[src/rtl/punct_conv_encoder_pkg.sv]
// Shared defaults and FSM state encoding for the punctured convolutional encoder.
package punct_conv_encoder_pkg;

    localparam int MAX_K_DEF     = 9;
    localparam int MAX_N_DEF     = 4;
    localparam int PUNCT_LEN_DEF = 8;

    typedef enum logic [1:0] {
        ST_IDLE = 2'd0,
        ST_DATA = 2'd1,
        ST_TAIL = 2'd2,
        ST_DONE = 2'd3
    } enc_state_t;

endpackage

[src/rtl/punct_conv_encoder_conv_parity.sv]
// Combinational generator parities: for each active generator j, XOR of the
// polynomial taps over the current bit and the K-1 most recent history bits.
module conv_parity
    import punct_conv_encoder_pkg::*;
#(
    parameter int MAX_K = MAX_K_DEF,
    parameter int MAX_N = MAX_N_DEF
) (
    input  logic                   bit_in,
    input  logic [MAX_K-2:0]       hist,        // hist[0] is the newest stored bit
    input  logic [3:0]             constr_len,
    input  logic [2:0]             code_rate,
    input  logic [MAX_N*MAX_K-1:0] gen_poly,
    output logic [MAX_N-1:0]       parity
);

    logic [MAX_K-1:0] taps_s;

    // taps_s[d] is the bit delayed by d cycles (d=0 is the bit being encoded)
    assign taps_s = {hist, bit_in};

    // Polynomial bit K-1-d multiplies the bit delayed by d; inactive generators read 0
    always_comb begin
        parity = {MAX_N{1'b0}};
        for (int j = 0; j < MAX_N; j++) begin
            for (int d = 0; d < MAX_K; d++) begin
                if ((j < int'(code_rate)) && (d < int'(constr_len))) begin
                    parity[j] = parity[j] ^
                        (gen_poly[j*MAX_K + int'(constr_len) - 1 - d] & taps_s[d]);
                end else begin
                    parity[j] = parity[j];
                end
            end
        end
    end

endmodule

[src/rtl/punct_conv_encoder.sv]
// Rate-1/N convolutional encoder with zero-tail termination, optional
// puncturing and a single registered output slot with pass-through backpressure.
module punct_conv_encoder
    import punct_conv_encoder_pkg::*;
#(
    parameter int MAX_K     = MAX_K_DEF,
    parameter int MAX_N     = MAX_N_DEF,
    parameter int FRAME_W   = 16,
    parameter int PUNCT_LEN = PUNCT_LEN_DEF
) (
    input  logic                       sys_clk,
    input  logic                       rst,
    input  logic                       i_start,
    input  logic [2:0]                 i_code_rate,
    input  logic [3:0]                 i_constr_len,
    input  logic [MAX_N*MAX_K-1:0]     i_gen_poly,
    input  logic [FRAME_W-1:0]         i_frame_len,
    input  logic                       i_punct_en,
    input  logic [MAX_N*PUNCT_LEN-1:0] i_punct_pat,
    input  logic [3:0]                 i_punct_period,
    input  logic                       i_bit,
    input  logic                       i_bit_valid,
    output logic                       o_bit_ready,
    output logic [MAX_N-1:0]           o_sym,
    output logic [MAX_N-1:0]           o_sym_mask,
    output logic                       o_sym_valid,
    input  logic                       i_sym_ready,
    output logic                       o_busy,
    output logic                       o_done,
    output logic                       o_err
);

    enc_state_t                 state_r, next_state_s;
    logic [2:0]                 code_rate_r;
    logic [3:0]                 constr_len_r;
    logic [MAX_N*MAX_K-1:0]     gen_poly_r;
    logic [FRAME_W-1:0]         frame_len_r;
    logic                       punct_en_r;
    logic [MAX_N*PUNCT_LEN-1:0] punct_pat_r;
    logic [3:0]                 punct_period_r;
    logic [MAX_K-2:0]           hist_r;
    logic [FRAME_W-1:0]         bit_cnt_r;
    logic [3:0]                 tail_cnt_r;
    logic [3:0]                 phase_r;
    logic [MAX_N-1:0]           sym_r, mask_r;
    logic                       valid_r, done_r, err_r;

    logic                       slot_free_s, accept_s, load_s, enc_bit_s, cfg_ok_s;
    logic [MAX_N-1:0]           parity_s, mask_s;

    // The output slot can take a new symbol when empty or being drained this cycle
    assign slot_free_s = !valid_r || i_sym_ready;
    assign accept_s    = (state_r == ST_DATA) && i_bit_valid && slot_free_s;
    assign load_s      = accept_s || ((state_r == ST_TAIL) && slot_free_s);
    assign enc_bit_s   = (state_r == ST_DATA) ? i_bit : 1'b0;

    // Configuration legality; the period only matters when puncturing is on
    assign cfg_ok_s = (i_code_rate >= 3'd2) && (int'(i_code_rate) <= MAX_N) &&
                      (i_constr_len >= 4'd3) && (int'(i_constr_len) <= MAX_K) &&
                      (i_frame_len != {FRAME_W{1'b0}}) &&
                      (!i_punct_en || ((i_punct_period != 4'd0) &&
                                       (int'(i_punct_period) <= PUNCT_LEN)));

    conv_parity #(
        .MAX_K (MAX_K),
        .MAX_N (MAX_N)
    ) u_parity (
        .bit_in     (enc_bit_s),
        .hist       (hist_r),
        .constr_len (constr_len_r),
        .code_rate  (code_rate_r),
        .gen_poly   (gen_poly_r),
        .parity     (parity_s)
    );

    // Keep mask for the symbol being generated at the current puncture phase
    always_comb begin
        mask_s = {MAX_N{1'b0}};
        for (int j = 0; j < MAX_N; j++) begin
            if (j < int'(code_rate_r)) begin
                if (punct_en_r) begin
                    mask_s[j] = punct_pat_r[j*PUNCT_LEN + int'(phase_r)];
                end else begin
                    mask_s[j] = 1'b1;
                end
            end else begin
                mask_s[j] = 1'b0;
            end
        end
    end

    // Frame sequencing: data bits, then K-1 tail bits, then a one-cycle DONE
    always_comb begin
        next_state_s = state_r;
        case (state_r)
            ST_IDLE: begin
                if (i_start && cfg_ok_s) next_state_s = ST_DATA;
                else                     next_state_s = ST_IDLE;
            end
            ST_DATA: begin
                if (accept_s && (bit_cnt_r == frame_len_r - FRAME_W'(1))) next_state_s = ST_TAIL;
                else                                                      next_state_s = ST_DATA;
            end
            ST_TAIL: begin
                if (slot_free_s && (tail_cnt_r == constr_len_r - 4'd2)) next_state_s = ST_DONE;
                else                                                    next_state_s = ST_TAIL;
            end
            ST_DONE: next_state_s = ST_IDLE;
            default: next_state_s = ST_IDLE;
        endcase
    end

    // State register
    always_ff @(posedge sys_clk or negedge rst) begin
        if (!rst) state_r <= ST_IDLE;
        else      state_r <= next_state_s;
    end

    // Configuration latch, shift history, counters, phase and the output slot
    always_ff @(posedge sys_clk or negedge rst) begin
        if (!rst) begin
            code_rate_r    <= 3'd0;
            constr_len_r   <= 4'd0;
            gen_poly_r     <= {(MAX_N*MAX_K){1'b0}};
            frame_len_r    <= {FRAME_W{1'b0}};
            punct_en_r     <= 1'b0;
            punct_pat_r    <= {(MAX_N*PUNCT_LEN){1'b0}};
            punct_period_r <= 4'd0;
            hist_r         <= {(MAX_K-1){1'b0}};
            bit_cnt_r      <= {FRAME_W{1'b0}};
            tail_cnt_r     <= 4'd0;
            phase_r        <= 4'd0;
            sym_r          <= {MAX_N{1'b0}};
            mask_r         <= {MAX_N{1'b0}};
            valid_r        <= 1'b0;
            done_r         <= 1'b0;
            err_r          <= 1'b0;
        end else begin
            done_r <= 1'b0;
            err_r  <= 1'b0;
            case (state_r)
                ST_IDLE: begin
                    if (i_start && cfg_ok_s) begin
                        code_rate_r    <= i_code_rate;
                        constr_len_r   <= i_constr_len;
                        gen_poly_r     <= i_gen_poly;
                        frame_len_r    <= i_frame_len;
                        punct_en_r     <= i_punct_en;
                        punct_pat_r    <= i_punct_pat;
                        punct_period_r <= i_punct_period;
                        hist_r         <= {(MAX_K-1){1'b0}};
                        bit_cnt_r      <= {FRAME_W{1'b0}};
                        tail_cnt_r     <= 4'd0;
                        phase_r        <= 4'd0;
                    end else if (i_start) begin
                        err_r <= 1'b1;
                    end else begin
                        err_r <= 1'b0;
                    end
                end
                ST_DONE: done_r <= 1'b1;
                default: done_r <= 1'b0;
            endcase

            if (load_s) begin
                hist_r  <= {hist_r[MAX_K-3:0], enc_bit_s};
                sym_r   <= parity_s;
                mask_r  <= mask_s;
                valid_r <= |mask_s;
                if (punct_en_r && (phase_r != punct_period_r - 4'd1)) phase_r <= phase_r + 4'd1;
                else                                                   phase_r <= 4'd0;
                if (state_r == ST_DATA) bit_cnt_r  <= bit_cnt_r + FRAME_W'(1);
                else                    tail_cnt_r <= tail_cnt_r + 4'd1;
            end else if (i_sym_ready) begin
                valid_r <= 1'b0;
            end else begin
                valid_r <= valid_r;
            end
        end
    end

    assign o_bit_ready = (state_r == ST_DATA) && slot_free_s;
    assign o_sym       = sym_r;
    assign o_sym_mask  = mask_r;
    assign o_sym_valid = valid_r;
    assign o_busy      = (state_r != ST_IDLE);
    assign o_done      = done_r;
    assign o_err       = err_r;

endmodule

[config.mk]
export PLATFORM = sky130hd
export DESIGN_NAME = punct_conv_encoder
export DESIGN_NICKNAME = d
export VERILOG_FILES = /design/src/rtl/punct_conv_encoder_pkg.sv /design/src/rtl/punct_conv_encoder_conv_parity.sv /design/src/rtl/punct_conv_encoder.sv
export SDC_FILE = /design/constraint.sdc
export NUM_CORES = 1
export LEC_CHECK = 0
export ABC_CLOCK_PERIOD_IN_PS = 6210
export CORE_ASPECT_RATIO = 1.2
export CORE_MARGIN = 8
export CORE_UTILIZATION = 43
export DETAILED_ROUTE_END_ITERATION = 16
export GPL_ROUTABILITY_DRIVEN = 0
export PLACE_DENSITY_LB_ADDON = 0.05
export SLEW_MARGIN = 20
export SYNTH_ARGS = -nofsm -noshare
export SYNTH_HDL_FRONTEND = slang
export SYNTH_SLANG_ARGS = --single-unit
export TNS_END_PERCENT = 5
[constraint.sdc]
create_clock -name sys_clk -period 6.21 [get_ports sys_clk]
set_input_delay 1.242 -clock sys_clk [delete_from_list [all_inputs] [get_ports sys_clk]]
set_output_delay 1.242 -clock sys_clk [all_outputs]
set_load 0.03 [all_outputs]
==> summary.md, run 1 <==
| Metric | Value |
|---|---|
| Final clock skew | `roughly 6.5 ps` |
| Post-CTS Resized | `0` |
| Proportion of layout cells with a drive suffix above 1 | `0.1907` |
| Top cell type's share of synthesized area | `0.2577` |
| Worst Path Required | `6490 ps` |
| Area of the multi-input gates | `9677 µm²` |
| Min-Delay Path Depth | `2` |
| Rel. slew slack | `0.1976` |
| Synth Flop Type | `dfrtp_1` |
| Num CTS Buffers | `17` |
| Fillers | `2,982` |
| FF/Latch Area | `3530 µm²` |
| Tcrit/Tclk final | `0.8695` |
| CP Launch Type | `flop` |
| Crit path kind | `reg -> reg` |
| Largest net degree at the start of global routing | `115` |
| Register-to-Register Setup Slack | `slightly above 800 ps` |
| Hold-fix buffers, CTS | `0` |
| Post-synthesis sequential area ratio | `0.2577` |
| Library cells used by synthesis | `87` |
| Nets | `1,694` |
| Antenna Nets Post-Route | `0` |
| Mapped Nets | `~1,600` |
| P&R area growth vs syn | `16.69%` |
| RSZ-0062 raised after global routing | `false` |
| Status | `finished clean` |
| Hold EP | `o_sym[0]` |
| Critical Path End Type | `flop` |
| Root Buffer | `clkbuf_16` |
| Input/output buffers | `114` |
| Die Wd | `approximately 180 µm` |
| Drt total wl | `between 40 and 50 mm` |
| Die area | `37,830 µm²` |
| CTS tree | `built` |
| Worst-margin pin slew | `1196 ps` |
| Data arrival time of the critical path | `5680 ps` |
| Yosys top cell by area | `dfrtp_1` |
| DPL Wire Length | `34.01 mm` |
| First-pass GRT wire length | `70.75 mm` |
| Min cycle time layout | `5400 ps` |
| Max Slew Vio Count | `0` |
| Setup Total Neg Slack | `0 ps` |
| Total Routing Usage GR | `0.2438` |
| Clock Latency Late Sink | `about 430 ps` |
| Cells after Synth | `1,428` |
| 1st-iter DRT viols | `816` |
| Cells on worst reg2reg path | `19` |
| Asr flop ratio synth | `1.000` |
| Critical path peak fanout | `16` |
| GRT overflow | `0` |
| Largest cells by area after synthesis | `dfrtp_1 26%, mux4_2 11%, mux2_2 9.9%, ha_1 5.8%, xnor2_1 5.4%` |
| Hold Startpoint | `o_sym[0]` |
| Hold/Removal Path Class | `reg -> reg` |
| Max clock buf depth | `2` |
| Final number of setup-violating endpoints | `0` |
| Post-route DRC violation count | `0` |
| Critical R2R Capture | `o_sym[3]` |
| Die Y | `211.5 µm` |
| Post-Syn Area per Cell | `9.589 µm²` |
| Post-Syn Area | `13,690 µm²` |
| Core Footprint | `31,360 µm²` |
| Clk sink count | `141` |
| Post-CTS setup buffer count | `0` |
| Final Hold Viols | `0` |
| Row count | `between 70 and 80` |
| FF-to-FF Start | `constr_len_r[1]` |
| Fmax | `185.2 MHz` |
| Initial antenna violation count | `1` |
| Max-cap viol count | `0` |
| Num ports | `115` |
| Ys Warns | `0` |
| H-tree levels | `4` |
| Vias in the first global route | `11,880` |
| Wire per inst | `23.47 µm` |
| CTS clk-pin slew, worst paths | `60 ps` |
| Initial Util | `0.4367` |
| Vias/cell | `6.065` |
| FF+latch count, synth | `141` |
| Post-synth EDFFs | `0` |
| Drt first pass iters | `6` |
| Vias | `between 10,000 and 15,000` |
==> flip-flops by register name, summed over array words and instances (netlist names), 4 cells and up, named ones only <==
signal,cells
bit_cnt_r,16
tail_cnt_r,4
frame_len_r,16
constr_len_r,4
hist_r,8
o_sym,4
o_sym_mask,4
punct_pat_r,32
phase_r,4
gen_poly_r,36
punct_period_r,4
==> per-layer routing <==
layer | GRT usage | wire [µm] | up-vias
met4 | 0.1436 | 2732 | 2
met3 | 0.05133 | 3107 | 135
li1 | - | - | 5413
met2 | 0.3911 | 21560 | 443
met5 | 0 | 13 | -
met1 | 0.2974 | 18200 | 5798
==> Yosys cell counts, types with 27 or more instances <==
cell,number
a21oi_1,57
nand3_1,27
mux4_2,69
inv_1,35
ha_1,63
mux2i_1,73
nor2_1,98
clkbuf_1,33
o21ai_0,100
mux2_2,120
xor2_1,74
dfrtp_1,141
xnor2_1,85
nand2_1,150
==> cells by family after synthesis <==
group,count (synthesis),synth area share
adders and majority gates,63,0.05757
AOI/OAI and AO/OA,268,0.1227
xor gates and xnor gates,169,0.1174
DFF,141,0.2577
buffers and inverters,116,0.03746
muxes,262,0.2655
and+or+nand+nor,409,0.1416
==> worst max-delay path, cell delays in order (launching register included) <==
cell      delay, ps
dfrtp_1         510
inv_1           320
ha_2            310
xor2_4          470
ha_1            360
or3b_1          390
a21o_1          190
nand3_1         160
and2_4          320
ha_1            200
nand2_1          80
and4_1          240
o221a_1         250
a311o_1         320
a211oi_2        300
xnor2_1         180
mux2i_1         240
xor2_1          190
xnor2_1         130
a21oi_1          80
==> cell type report <==
cell class,count,area share
Multi-Input combinational cell,1171,0.6056
Sequential cell,141,0.2209
Timing Repair Buffer,157,0.09373
Tap cell,401,0.03140
Clock buffer,19,0.02835
Clock inverter,13,0.01026
Inverter,41,0.009631
Antenna cell,1,0.0001566
==> worst max path at each step <==
stage	start	end	slack, ps	depth (start not counted)
after floorplan	constr_len_r[0]	o_sym[3]	860	23
after global placement	constr_len_r[1]	o_sym[3]	990	19
after detailed placement	constr_len_r[1]	o_sym[3]	860	19
after CTS	constr_len_r[1]	o_sym[3]	840	19
after global routing	constr_len_r[1]	o_sym[1]	470	18
final	constr_len_r[1]	o_sym[3]	810	19
==> layout by cell type, fill, tap and decap left out, types with 7 or more instances in the layout <==
cell / count
nand2b_1: 13
mux2i_1: 71
a211oi_1: 8
nor2_1: 97
xnor2_1: 84
buf_4: 41
ha_1: 62
nand2_1: 150
o21ai_1: 8
and3_1: 11
clkbuf_16: 17
nand4_1: 14
nor4_1: 12
xor2_1: 74
dfrtp_1: 140
inv_1: 35
a21oi_1: 57
nor3_1: 26
nor2b_1: 10
a31oi_1: 8
mux2_2: 120
o211ai_1: 10
clkdlybuf4s50_1: 113
nand3_1: 27
o22ai_1: 8
nand3b_1: 7
o21a_1: 7
mux4_2: 69
o21ai_0: 100
==> metrics by stage <==
stage / hold slack (ps) / worst slack [ps] / instances / cell area, µm² / utilization
floorplan: 467.8 / 858.1 / 1428 / 13690 / -
global placement: 469.3 / 987.7 / 1910 / 15330 / 0.4889
detailed placement: 475.4 / 856.4 / 1910 / 15330 / 0.4889
CTS: 488.6 / 843.2 / 1942 / 15950 / 0.5086
global route: 511.6 / 468.8 / 1943 / 15980 / 0.5095
finish: 484.0 / 810.4 / 1944 / 15980 / 0.5096
Power of run 1 is not shown: default switching activity piles up to over one toggle a cycle in this logic, so the estimate is an artifact.
==> inputs of run 2 (changes only) <==
ABC_CLOCK_PERIOD_IN_PS = 5600   (was 6210)
clock period = 5.6 ns   (was 6.21 ns; I/O delays follow)
==> summary.md, run 2 (synthesis results as in run 1) <==
| Metric | Value |
|---|---|
| Post-route DRC violation count | `0 (unchanged)` |
| Post-CTS Resized | `0 (unchanged)` |
| Vias in the first global route | `11,940 (was 11,880)` |
| Clock Latency Late Sink | `430 ps (about the same)` |
| WHS | `500.0 ps (was 484.0 ps)` |
| Final Hold Viols | `0 (unchanged)` |
| Vias | `11,890 (was 11,790)` |
| Max FFs per register | `36 (unchanged)` |
| Row count | `71 (unchanged)` |
| Post-CTS setup buffer count | `0 (unchanged)` |
| Proportion of layout cells with a drive suffix above 1 | `0.1939 (was 0.1907)` |
| Worst-margin pin slew | `1183 ps (was 1196 ps)` |
| Root Buffer | `clkbuf_16 (unchanged)` |
| Input/output buffers | `114 (unchanged)` |
| First-pass GRT wire length | `70.46 mm (was 70.75 mm)` |
| Wire per inst | `23.29 µm (was 23.47 µm)` |
| Largest net degree at the start of global routing | `113 (was 115)` |
| Worst Path Required | `5870 ps (was 6490 ps)` |
| Hold-fix buffers, CTS | `0 (unchanged)` |
| Min cycle time layout | `5083 ps (was 5400 ps)` |
| Drt total wl | `45.49 mm (was 45.62 mm)` |
| Total Routing Usage GR | `0.2440 (was 0.2438)` |
| Critical Path End Type | `flop (unchanged)` |
| Drt first pass iters | `5 (was 6)` |
| Setup WS post-layout | `516.8 ps (was 810.4 ps)` |
| CTS clk-pin slew, worst paths | `60 ps (about the same)` |
| GRT overflow | `0 (unchanged)` |
| Critical path peak fanout | `16 (unchanged)` |
| Rel. slew slack | `0.1887 (was 0.1976)` |
| Setup Total Neg Slack | `0 ps (unchanged)` |
| Num CTS Buffers | `17 (unchanged)` |
| Die Y | `211.5 µm (unchanged)` |
| Max Slew Vio Count | `0 (unchanged)` |
| P&R area growth vs syn | `17.31% (was 16.69%)` |
| Initial Util | `0.4367 (unchanged)` |
| Max clock buf depth | `2 (unchanged)` |
| FF/Latch Area | `3530 µm² (unchanged)` |
| CTS tree | `built (unchanged)` |
| CP Launch Type | `flop (unchanged)` |
| 1st-iter DRT viols | `942 (was 816)` |
| Commonest non-fill, non-tap cell in the layout | `nand2_1 (unchanged)` |
| Nets | `1,704 (was 1,694)` |
| Num ports | `115 (unchanged)` |
| Die area | `37,830 µm² (unchanged)` |
| Area of the multi-input gates | `9669 µm² (was 9677 µm²)` |
| Data arrival time of the critical path | `5350 ps (was 5680 ps)` |
| Hold/Removal Path Class | `reg -> reg (unchanged)` |
| Most frequent cells in the layout | `150 x nand2_1, 140 x dfrtp_1, 120 x mux2_2, 113 x clkdlybuf4s50_1, 100 x o21ai_0 (unchanged)` |
| Final number of setup-violating endpoints | `0 (unchanged)` |
| Setup slack at placement | `571.7 ps (was 856.4 ps)` |
| Core Footprint | `31,360 µm² (unchanged)` |
| Fmax | `196.7 MHz (was 185.2 MHz)` |
| Top flop regs | `gen_poly_r (36), punct_pat_r (32) (unchanged)` |
| Die Wd | `178.9 µm (unchanged)` |
| RSZ-0062 raised after global routing | `false (unchanged)` |
| Crit path kind | `reg -> reg (unchanged)` |
| Vias/cell | `6.086 (was 6.065)` |
| Fillers | `2,927 (was 2,982)` |
| Clk sink count | `141 (unchanged)` |
| Status | `finished clean (unchanged)` |
| Tcrit/Tclk final | `0.9077 (was 0.8695)` |
| Largest Register | `gen_poly_r (unchanged)` |
| Ant diodes | `0 (was 1)` |
| Max-cap viol count | `0 (unchanged)` |
| Antenna Nets Post-Route | `0 (unchanged)` |
| H-tree levels | `4 (unchanged)` |
| Final clock skew | `7.798 ps (was 6.469 ps)` |
| Initial antenna violation count | `3 (was 1)` |
| DPL Wire Length | `34.29 mm (was 34.01 mm)` |
==> run 2: cell count changes in the layout (fill, tap and decap cells not counted) <==
| cell | previous run | this run |
|---|---|---|
| buf_16 | 1 | 0 |
| diode_2 | 1 | 0 |
| clkinvlp_4 | 5 | 3 |
| bufinv_16 | 3 | 5 |
| clkbuf_1 | 0 | 1 |
| mux2i_2 | 2 | 0 |
| buf_4 | 41 | 52 |
| clkbuf_8 | 2 | 1 |
| clkinv_4 | 1 | 2 |
| clkinv_2 | 2 | 1 |
| o311ai_1 | 0 | 1 |
| o311ai_0 | 2 | 1 |
| mux2i_1 | 71 | 73 |
==> run 2: cell type report <==
cell class              count  share of cell area
flip-flops and latches    141              0.2197
clock inverters            13             0.01324
repair buffers            167             0.09667
inverters                  41            0.009581
multi-input cells        1171              0.6020
clock buffers              19             0.02757
well taps                 401             0.03124
==> run 2: routing by layer <==
metal | track usage | wire, µm | share of wire | vias up
met1 | 0.3009 | 18580 | 0.41 | 5842
met5 | 0 | 34 | 0.00075 | -
li1 | - | - | - | 5439
met4 | 0.1424 | 2673 | 0.059 | 6
met2 | 0.3806 | 20800 | 0.46 | 449
met3 | 0.06149 | 3401 | 0.075 | 150
==> run 2: worst max-delay path, cell delays in order, from the launching register on <==
cell,delay (ps)
dfrtp_1,580
inv_1,110
ha_2,480
ha_1,300
or3b_1,390
a21oi_1,180
o21ai_1,90
buf_4,170
and2_4,220
ha_1,390
mux4_2,510
mux2i_1,210
nand3_1,100
o21ai_0,120
xor2_1,330
xnor3_1,290
mux2i_1,210
xnor2_1,140
a21oi_1,90
==> run 2: metrics by stage <==
| step | instance area [µm²] | util | std cells |
|---|---|---|---|
| finish | 16060 | 0.5122 | 1953 |
| detailed placement | 15410 | 0.4913 | 1921 |
| CTS | 16060 | 0.5122 | 1953 |
| global placement | 15410 | 0.4913 | 1921 |
| global route | 16060 | 0.5122 | 1953 |
| floorplan | 13690 | - | 1428 |
==> run 2: worst paths after layout <==
path / start / to / slack, ps / cells past startpoint
min in group asynchronous: rst / punct_pat_r[6] / 820 / 1
max reg2reg: constr_len_r[1] / o_sym[3] / 520 / 18
min reg2reg: o_sym[0] / o_sym[0] / 500 / 2
max in group asynchronous: rst / constr_len_r[0] / 3610 / 2
min: o_sym[0] / o_sym[0] / 500 / 2
max: constr_len_r[1] / o_sym[3] / 520 / 18
Power of run 2 is left out for the same reason.
==> inputs of run 3 (changes only) <==
==> constraint.sdc (replaced) <==
create_clock -name sys_clk -period 5.6 [get_ports sys_clk]
set_input_delay 1.12 -clock sys_clk [delete_from_list [all_inputs] [get_ports sys_clk]]
set_output_delay 1.12 -clock sys_clk [all_outputs]
set_load 0.02 [all_outputs]
==> results of run 3 <==
Final layout, timing and power as in run 2 (identical DEF).
Power of run 3 is left out for the same reason.
